File: config.mk
export PLATFORM = sky130hd
export DESIGN_NAME = ahb_req_master_flat
export DESIGN_NICKNAME = d
export VERILOG_FILES = /design/src/rtl/ahb_req_master_if.sv /design/src/rtl/ahb_req_master.sv /design/src/flat_wrapper.sv
export SDC_FILE = /design/constraint.sdc
export NUM_CORES = 1
export LEC_CHECK = 0
export ABC_AREA = 1
export CORE_MARGIN = 2
export CORE_UTILIZATION = 34
export DETAILED_ROUTE_END_ITERATION = 16
export GPL_TIMING_DRIVEN = 0
export PLACE_DENSITY = 0.74
export SYNTH_ARGS = -nofsm -noshare
export SYNTH_HDL_FRONTEND = slang
export SYNTH_SLANG_ARGS = --single-unit
File: constraint.sdc
create_clock -name s_clk_i -period 1.8 [get_ports s_clk_i]
set_input_delay 0.54 -clock s_clk_i [delete_from_list [all_inputs] [get_ports s_clk_i]]
set_output_delay 0.54 -clock s_clk_i [all_outputs]
set_load 0.02 [all_outputs]
File: src/rtl/ahb_req_master_if.sv
// Signal bundle for ahb_req_master: the req/gnt load-store side plus the AHB3-Lite master side.
// The master modport is the bridge's own view; the slave modport is the environment around it.
interface ahb_req_master_if;
    // load-store request side
    logic        req_i;
    logic [31:0] req_addr_i;
    logic        req_we_i;
    logic [1:0]  req_size_i;
    logic [31:0] req_wdata_i;
    logic        gnt_o;
    logic        rsp_valid_o;
    logic [31:0] rsp_rdata_o;
    logic        rsp_err_o;

    // AHB3-Lite master side
    logic [31:0] m_haddr_o;
    logic        m_hwrite_o;
    logic [2:0]  m_hsize_o;
    logic [1:0]  m_htrans_o;
    logic [2:0]  m_hburst_o;
    logic        m_hmastlock_o;
    logic [3:0]  m_hprot_o;
    logic [31:0] m_hwdata_o;
    logic [5:0]  m_hparity_o;
    logic [6:0]  m_hwchecksum_o;
    logic [31:0] m_hrdata_i;
    logic [6:0]  m_hrchecksum_i;
    logic        m_hready_i;
    logic        m_hresp_i;

    modport master (
        input  req_i, req_addr_i, req_we_i, req_size_i, req_wdata_i,
        output gnt_o, rsp_valid_o, rsp_rdata_o, rsp_err_o,
        output m_haddr_o, m_hwrite_o, m_hsize_o, m_htrans_o, m_hburst_o,
        output m_hmastlock_o, m_hprot_o, m_hwdata_o, m_hparity_o, m_hwchecksum_o,
        input  m_hrdata_i, m_hrchecksum_i, m_hready_i, m_hresp_i
    );

    modport slave (
        output req_i, req_addr_i, req_we_i, req_size_i, req_wdata_i,
        input  gnt_o, rsp_valid_o, rsp_rdata_o, rsp_err_o,
        input  m_haddr_o, m_hwrite_o, m_hsize_o, m_htrans_o, m_hburst_o,
        input  m_hmastlock_o, m_hprot_o, m_hwdata_o, m_hparity_o, m_hwchecksum_o,
        output m_hrdata_i, m_hrchecksum_i, m_hready_i, m_hresp_i
    );
endinterface

File: src/rtl/ahb_req_master.sv
// req/gnt to AHB3-Lite single-transfer master with two-slot pipeline and ERROR retry.
// Optional `AHB_PROTECTION_EN adds address/control parity, write checksum and read-checksum checking.
module ahb_req_master #(
    parameter int         MAX_RETRY = 2,
    parameter logic [3:0] HPROT     = 4'b0011
) (
    input  logic                  s_clk_i,
    input  logic                  s_resetn_i,
    ahb_req_master_if.master      bus
);

    localparam logic [1:0] HTRANS_IDLE   = 2'b00;
    localparam logic [1:0] HTRANS_NONSEQ = 2'b10;
    localparam logic [2:0] LP_MAX_RETRY  = 3'(MAX_RETRY);

    typedef enum logic [1:0] {
        ST_RUN   = 2'd0,
        ST_ERR   = 2'd1,
        ST_RETRY = 2'd2
    } state_t;

    typedef struct packed {
        logic        v;
        logic [31:0] addr;
        logic        we;
        logic [1:0]  size;
        logic [31:0] wdata;
    } xfer_t;

    state_t      r_state;
    xfer_t       r_ap;
    xfer_t       r_dp;
    logic [2:0]  r_retry_cnt;
    logic        r_rsp_valid;
    logic        r_rsp_err;
    logic [31:0] r_rsp_rdata;

    logic        w_run;
    logic        w_retry;
    logic        w_cks_err;
    logic        w_bus_err;
    logic        w_adv;
    logic        w_gnt;
    logic        w_err_final;
    xfer_t       w_aphase;
    logic [31:0] w_haddr;
    logic        w_hwrite;
    logic [2:0]  w_hsize;
    logic [1:0]  w_htrans;
    logic [5:0]  w_parity;
    logic [6:0]  w_wchecksum;

`ifdef AHB_PROTECTION_EN
    // Bit i<6 covers data bits j whose (j+1) has bit i set; bit 6 is plain parity.
    function automatic logic [6:0] f_checksum(input logic [31:0] d);
        logic [6:0] c;
        logic [5:0] idx;
        c = '0;
        for (int j = 0; j < 32; j++) begin
            idx = 6'(j + 1);
            for (int i = 0; i < 6; i++) begin
                if (idx[i]) c[i] = c[i] ^ d[j];
            end
        end
        c[6] = ^d;
        return c;
    endfunction

    // A bad word-read checksum only counts once the slave signals the data is valid.
    assign w_cks_err = w_run && r_dp.v && !r_dp.we && (r_dp.size == 2'd2) &&
                       bus.m_hready_i && !bus.m_hresp_i &&
                       (f_checksum(bus.m_hrdata_i) != bus.m_hrchecksum_i);
`else
    logic w_unused_hrchecksum;
    assign w_unused_hrchecksum = ^bus.m_hrchecksum_i;
    assign w_cks_err           = 1'b0;
`endif

    assign w_run     = (r_state == ST_RUN);
    assign w_retry   = (r_state == ST_RETRY);
    assign w_bus_err = bus.m_hresp_i | w_cks_err;
    assign w_adv     = w_run & bus.m_hready_i & ~w_bus_err;

    // Grants are held off for the whole error episode and while reset is asserted.
    assign w_gnt = s_resetn_i & bus.req_i & w_run & ~w_bus_err & (~r_ap.v | bus.m_hready_i);

    // Second ERROR cycle, or a checksum failure on the completing data phase.
    assign w_err_final = ((r_state == ST_ERR) & bus.m_hready_i) | w_cks_err;

    // During RETRY the failed data-phase transfer is driven back onto the address bus.
    assign w_aphase = w_retry ? r_dp : r_ap;
    assign w_haddr  = w_aphase.addr;
    assign w_hwrite = w_aphase.we;
    assign w_hsize  = {1'b0, w_aphase.size};
    assign w_htrans = ((w_run & r_ap.v & ~w_bus_err) | w_retry) ? HTRANS_NONSEQ : HTRANS_IDLE;

`ifdef AHB_PROTECTION_EN
    assign w_parity[0] = ^w_haddr[7:0];
    assign w_parity[1] = ^w_haddr[15:8];
    assign w_parity[2] = ^w_haddr[23:16];
    assign w_parity[3] = ^w_haddr[31:24];
    assign w_parity[4] = ^{w_hsize, 3'b000, HPROT, w_hwrite, 1'b0};
    assign w_parity[5] = ^w_htrans;
    assign w_wchecksum = f_checksum(r_dp.wdata);
`else
    assign w_parity    = '0;
    assign w_wchecksum = '0;
`endif

    // NOTE: sequential state uses non-blocking assignments so every flop samples pre-edge values.
    always_ff @(posedge s_clk_i or negedge s_resetn_i) begin
        if (!s_resetn_i) begin
            r_state     <= ST_RUN;
            r_ap        <= '0;
            r_dp        <= '0;
            r_retry_cnt <= '0;
            r_rsp_valid <= 1'b0;
            r_rsp_err   <= 1'b0;
            r_rsp_rdata <= '0;
        end else begin
            r_rsp_valid <= 1'b0;
            r_rsp_err   <= 1'b0;
            r_rsp_rdata <= '0;

            if (w_err_final) begin
                if (r_retry_cnt < LP_MAX_RETRY) begin
                    r_state     <= ST_RETRY;
                    r_retry_cnt <= r_retry_cnt + 3'd1;
                end else begin
                    r_state     <= ST_RUN;
                    r_rsp_valid <= 1'b1;
                    r_rsp_err   <= 1'b1;
                    r_dp.v      <= 1'b0;
                    r_retry_cnt <= '0;
                end
            end else begin
                unique case (r_state)
                    ST_RUN: begin
                        if (w_adv) begin
                            if (r_dp.v) begin
                                r_rsp_valid <= 1'b1;
                                r_rsp_rdata <= r_dp.we ? 32'h0 : bus.m_hrdata_i;
                                r_retry_cnt <= '0;
                            end
                            r_dp <= r_ap;
                        end else if (bus.m_hresp_i && !bus.m_hready_i && r_dp.v) begin
                            r_state <= ST_ERR;
                        end
                    end
                    ST_ERR:   r_state <= ST_ERR;
                    ST_RETRY: if (bus.m_hready_i) r_state <= ST_RUN;
                    default:  r_state <= ST_RUN;
                endcase
            end

            if (w_gnt) begin
                r_ap <= '{v: 1'b1, addr: bus.req_addr_i, we: bus.req_we_i,
                          size: bus.req_size_i, wdata: bus.req_wdata_i};
            end else if (w_adv) begin
                r_ap.v <= 1'b0;
            end
        end
    end

    assign bus.gnt_o          = w_gnt;
    assign bus.rsp_valid_o    = r_rsp_valid;
    assign bus.rsp_rdata_o    = r_rsp_rdata;
    assign bus.rsp_err_o      = r_rsp_err;
    assign bus.m_haddr_o      = w_haddr;
    assign bus.m_hwrite_o     = w_hwrite;
    assign bus.m_hsize_o      = w_hsize;
    assign bus.m_htrans_o     = w_htrans;
    assign bus.m_hburst_o     = 3'b000;
    assign bus.m_hmastlock_o  = 1'b0;
    assign bus.m_hprot_o      = HPROT;
    assign bus.m_hwdata_o     = r_dp.wdata;
    assign bus.m_hparity_o    = w_parity;
    assign bus.m_hwchecksum_o = w_wchecksum;

endmodule

File: src/flat_wrapper.sv
// flat-port wrapper written by rule: the top's interface ports become plain ports
module ahb_req_master_flat 
#(
    parameter int         MAX_RETRY = 2,
    parameter logic [3:0] HPROT     = 4'b0011
)
  (s_clk_i, s_resetn_i, bus_req_i, bus_req_addr_i, bus_req_we_i, bus_req_size_i, bus_req_wdata_i, bus_gnt_o, bus_rsp_valid_o, bus_rsp_rdata_o, bus_rsp_err_o, bus_m_haddr_o, bus_m_hwrite_o, bus_m_hsize_o, bus_m_htrans_o, bus_m_hburst_o, bus_m_hmastlock_o, bus_m_hprot_o, bus_m_hwdata_o, bus_m_hparity_o, bus_m_hwchecksum_o, bus_m_hrdata_i, bus_m_hrchecksum_i, bus_m_hready_i, bus_m_hresp_i);
  ahb_req_master_if bus_i ();
  input  logic s_clk_i;
  input  logic s_resetn_i;
  input wire logic [$bits(bus_i.req_i)-1:0] bus_req_i;
  input wire logic [$bits(bus_i.req_addr_i)-1:0] bus_req_addr_i;
  input wire logic [$bits(bus_i.req_we_i)-1:0] bus_req_we_i;
  input wire logic [$bits(bus_i.req_size_i)-1:0] bus_req_size_i;
  input wire logic [$bits(bus_i.req_wdata_i)-1:0] bus_req_wdata_i;
  output wire logic [$bits(bus_i.gnt_o)-1:0] bus_gnt_o;
  output wire logic [$bits(bus_i.rsp_valid_o)-1:0] bus_rsp_valid_o;
  output wire logic [$bits(bus_i.rsp_rdata_o)-1:0] bus_rsp_rdata_o;
  output wire logic [$bits(bus_i.rsp_err_o)-1:0] bus_rsp_err_o;
  output wire logic [$bits(bus_i.m_haddr_o)-1:0] bus_m_haddr_o;
  output wire logic [$bits(bus_i.m_hwrite_o)-1:0] bus_m_hwrite_o;
  output wire logic [$bits(bus_i.m_hsize_o)-1:0] bus_m_hsize_o;
  output wire logic [$bits(bus_i.m_htrans_o)-1:0] bus_m_htrans_o;
  output wire logic [$bits(bus_i.m_hburst_o)-1:0] bus_m_hburst_o;
  output wire logic [$bits(bus_i.m_hmastlock_o)-1:0] bus_m_hmastlock_o;
  output wire logic [$bits(bus_i.m_hprot_o)-1:0] bus_m_hprot_o;
  output wire logic [$bits(bus_i.m_hwdata_o)-1:0] bus_m_hwdata_o;
  output wire logic [$bits(bus_i.m_hparity_o)-1:0] bus_m_hparity_o;
  output wire logic [$bits(bus_i.m_hwchecksum_o)-1:0] bus_m_hwchecksum_o;
  input wire logic [$bits(bus_i.m_hrdata_i)-1:0] bus_m_hrdata_i;
  input wire logic [$bits(bus_i.m_hrchecksum_i)-1:0] bus_m_hrchecksum_i;
  input wire logic [$bits(bus_i.m_hready_i)-1:0] bus_m_hready_i;
  input wire logic [$bits(bus_i.m_hresp_i)-1:0] bus_m_hresp_i;
  assign bus_i.req_i = bus_req_i;
  assign bus_i.req_addr_i = bus_req_addr_i;
  assign bus_i.req_we_i = bus_req_we_i;
  assign bus_i.req_size_i = bus_req_size_i;
  assign bus_i.req_wdata_i = bus_req_wdata_i;
  assign bus_gnt_o = bus_i.gnt_o;
  assign bus_rsp_valid_o = bus_i.rsp_valid_o;
  assign bus_rsp_rdata_o = bus_i.rsp_rdata_o;
  assign bus_rsp_err_o = bus_i.rsp_err_o;
  assign bus_m_haddr_o = bus_i.m_haddr_o;
  assign bus_m_hwrite_o = bus_i.m_hwrite_o;
  assign bus_m_hsize_o = bus_i.m_hsize_o;
  assign bus_m_htrans_o = bus_i.m_htrans_o;
  assign bus_m_hburst_o = bus_i.m_hburst_o;
  assign bus_m_hmastlock_o = bus_i.m_hmastlock_o;
  assign bus_m_hprot_o = bus_i.m_hprot_o;
  assign bus_m_hwdata_o = bus_i.m_hwdata_o;
  assign bus_m_hparity_o = bus_i.m_hparity_o;
  assign bus_m_hwchecksum_o = bus_i.m_hwchecksum_o;
  assign bus_i.m_hrdata_i = bus_m_hrdata_i;
  assign bus_i.m_hrchecksum_i = bus_m_hrchecksum_i;
  assign bus_i.m_hready_i = bus_m_hready_i;
  assign bus_i.m_hresp_i = bus_m_hresp_i;
  ahb_req_master #(.MAX_RETRY(MAX_RETRY), .HPROT(HPROT)) u_core (.s_clk_i(s_clk_i), .s_resetn_i(s_resetn_i), .bus(bus_i));
endmodule
==> run_results.csv <==
group,metric,value,unit
global_routing,grt_max_degree,84,
worst_setup_path,cp-start-kind,"flip-flop",
clock_tree,cts-htree-levels,4,
timing,setup_viol,37,
worst_setup_path,critPathSlowestCell,"dfrtp_2",
drt,wl_per_cell,14.4,um
drt,drtAntennaViolNets,0,
drt,drtIter0Drc,333,
clock_tree,cts_tree,"done",
global_routing,grt_overflow,0,
placed_design,placed_area,0.0100,mm2
global_routing,grt-busiest-layer,"met2",
global_routing,use_met1,23.3,%
yosys,synthFlopType,"dfrtp_1",
worst_setup_path,arrival,1.59,ns
floorplan,die_height,152,um
timing,slew_headroom,64.9,%
drt,dr.pass1.iters,5,
placed_design,post-place-ws,-1.29,ns
power,cellPowerDensity,1580,mW/mm2
floorplan,fp.dieArea,0.0232,mm2
timing,hold_viol,11,
clock_tree,clk_latency,0.42,ns
job,maxCapViolations,0,
global_routing,use_met3,3.50,%
timing,fin_crit_sh,118,%
outcome,violations,"negative hold slack, negative setup slack",
worst_setup_path,cp.required,1.26,ns
yosys,synthCells,862,
final_layout,final_layout_size_suffix_gt1_share,21.4,%
timing,rsz0062_at_grt,"true",
worst_setup_path,cp_num_buf_inv,3,
final_layout,postLayoutCoreUtil,51.0,%
timing,layout_min_cycle_time,2.13,ns
final_layout,fillers,2005,
clock_tree,clockBufferDepth,2,
drt,remaining_drc_errors,0,
final_layout,final_area,0.0111,mm2
placed_design,port_buffers,206,
clock_tree,clock_sinks,175,
floorplan,ios,237,
global_routing,use_met2,29.5,%
worst_setup_path,cp_max_fo,10,
power,leakage,5.92,nW
outcome,outcome,"finished with violations",
power,sw_frac_of_total,37.2,%
yosys,synth_cell_types,25,
worst_setup_path,cpPeakStageDelay,0.42,ns
timing,slew_viol_final,0,
worst_setup_path,path_cells,"clkinv_4 -> nand2_8 -> buf_12 -> nor2_1 -> a21oi_2 -> buf_4",
global_routing,grt.total_usage,17.7,%
global_routing,antenna_found_initial,1,
clock_tree,cts_inserted_buffers,17,
power,combPwrFrac,42.2,%
power,peakVddDrop,0.931,mV
global_routing,grt_pass1_wl,32.9,mm
floorplan,core.rowCount,54,
clock_tree,cts_root_buffer,"clkbuf_16",
power,p_int,0.0110,W
worst_setup_path,cp_top_family,"flip-flops",
yosys,yosysTopAreaCell,"dfrtp_1",
power,p_seq_share,36.4,%
yosys,syn-cell-area,0.00748,mm2
worst_setup_path,critPathKind,"reg2out",
placed_design,dp_hpwl,14.1,mm
drt,num_vias,6281,
power,power,0.0175,W
yosys,yosysSeqAreaShare,58.5,%
timing,fmax,470,MHz
floorplan,die_width,152,um
yosys,async_flop_share,100,%
final_layout,nNetsFinal,1237,
floorplan,core_area,0.0217,mm2
yosys,ys_seq_elements,175,
yosys,syn_avg_cell_area,8.68,um2
yosys,synthTopCellsByArea,"dfrtp_1, nand2_1, buf_4",
drt,viasPerCell,4.44,
worst_setup_path,ff2ff_setup_slack,0.14,ns
yosys,synth_edf_count,0,
drt,wl,20.4,mm
timing,fin_skew,0.00933,ns
global_routing,grt_pass1_vias,6312,
timing,tightest_slew,0.526,ns
yosys,synth_common_cells,"nand2_1, dfrtp_1, inv_1, buf_4, nand3_1",
yosys,synth_top_cell_area_share,58.5,%
worst_setup_path,endpoint_kind,"output pin",
yosys,ys_warn_count,0,
placed_design,gp_congestion,0.771,
power,p_clk_share,21.3,%
floorplan,start_util,34.5,%
timing,hold_ws,-0.0199,ns
yosys,synthMostInstantiatedCell,"nand2_1",
power,p_switching,0.00650,W
final_layout,area_growth,47.9,%
clock_tree,cts.clk_slew.worst_paths,0.06,ns
min_path,hp-class,"in2async",
timing,setup_ws,-0.327,ns
metal layers:
layer,part of all wire (%),routed length (um)
met1,44,8930
met3,4.8,973
met5,0,0
met4,1.8,363
met2,50,10100
cells in the final DEF (no fill, tap or decap), types with 8 or more instances in the layout:
master           count
clkdlybuf4s15_1     17
o21ai_0             12
o21ai_1             22
nand3_1             39
buf_6               28
dfrtp_1            174
conb_1              23
nor3_1              31
dlygate4sd2_1       36
clkbuf_2            15
a21oi_2             24
inv_1               72
buf_2               13
nor2_2               8
nor2_4               8
nand2_1            318
clkbuf_16           19
buf_4               86
nor2_1              25
clkdlybuf4s50_1     99
clkbuf_1            10
power by group through the flow:
stage               Combinational, W  Clock (W)  Sequential, W
finish                       0.00737    0.00373        0.00636
global route                 0.00806    0.00398        0.00656
CTS                          0.00699    0.00382        0.00627
detailed placement           0.00705          0        0.00633
global placement             0.00693          0        0.00627
floorplan                    0.00408          0        0.00618
area by class of cell:
| class | instances | area (um2) | share of cell area (%) |
|---|---|---|---|
| Antenna cell | 1 | 2.50 | 0.0226 |
| Buffer | 100 | 787 | 7.12 |
| Clock buffer | 19 | 443 | 4.00 |
| Clock inverter | 10 | 141 | 1.28 |
| Inverter | 74 | 283 | 2.56 |
| Multi-Input combinational cell | 534 | 2520 | 22.8 |
| Sequential cell | 175 | 4380 | 39.6 |
| Tap cell | 280 | 350 | 3.17 |
| Timing Repair Buffer | 223 | 2160 | 19.5 |
path summary, 6_finish.rpt:
path,start,to,cells past startpoint
max,u_core.r_state[0],bus_m_haddr_o[31],6
min,s_resetn_i,u_core.r_ap[5],1
max reg2reg,u_core.r_state[0],u_core.r_dp[66],8
min reg2reg,u_core.r_ap[35],u_core.r_ap[35],2
max in group asynchronous,s_resetn_i,u_core.r_ap[37],2
min in group s_clk_i,u_core.r_ap[35],u_core.r_ap[35],2
stage by stage:
stage                     TNS [ns]  hold WS, ns  std cells
after floorplan                  0        0.244        883
after global placement    -1756.38        0.454       1369
after detailed placement    -86.00        0.458       1370
after CTS                   -12.07      -0.0227       1403
after global routing        -13.46      -0.0228       1415
final                       -10.63      -0.0199       1416
logic make-up after synthesis:
| logic type | count (synthesis) | share of synthesized area [%] |
|---|---|---|
| AND/OR/NAND/NOR | 436 | 23.5 |
| buffers and inverters | 175 | 12.7 |
| other | 2 | 0.100 |
| adder cells (fa/ha/maj) | 1 | 0.167 |
| AO/OA/AOI/OAI | 73 | 4.97 |
| flip-flops | 175 | 58.5 |
registers in the layout, indices dropped and copies added (netlist names):
name / flops
u_core.bus.m_hwdata_o: 32
u_core.r_dp: 36
u_core.r_ap: 68
u_core.bus.rsp_rdata_o: 32
u_core.r_state: 2
u_core.r_retry_cnt: 3
u_core.bus.rsp_valid_o: 1
u_core.bus.rsp_err_o: 1
what timing repair did:
item / 4_1_cts / 5_1_grt
setup buffers: 3 / 10
resized for setup: 337 / 92
hold endpoints to repair: 45 / 44
endpoints found under the setup margin: 127 / 88
gates cloned: 1 / 3
pin swaps: 2 / 6
Note: power is estimated with default switching activity, not from simulation.
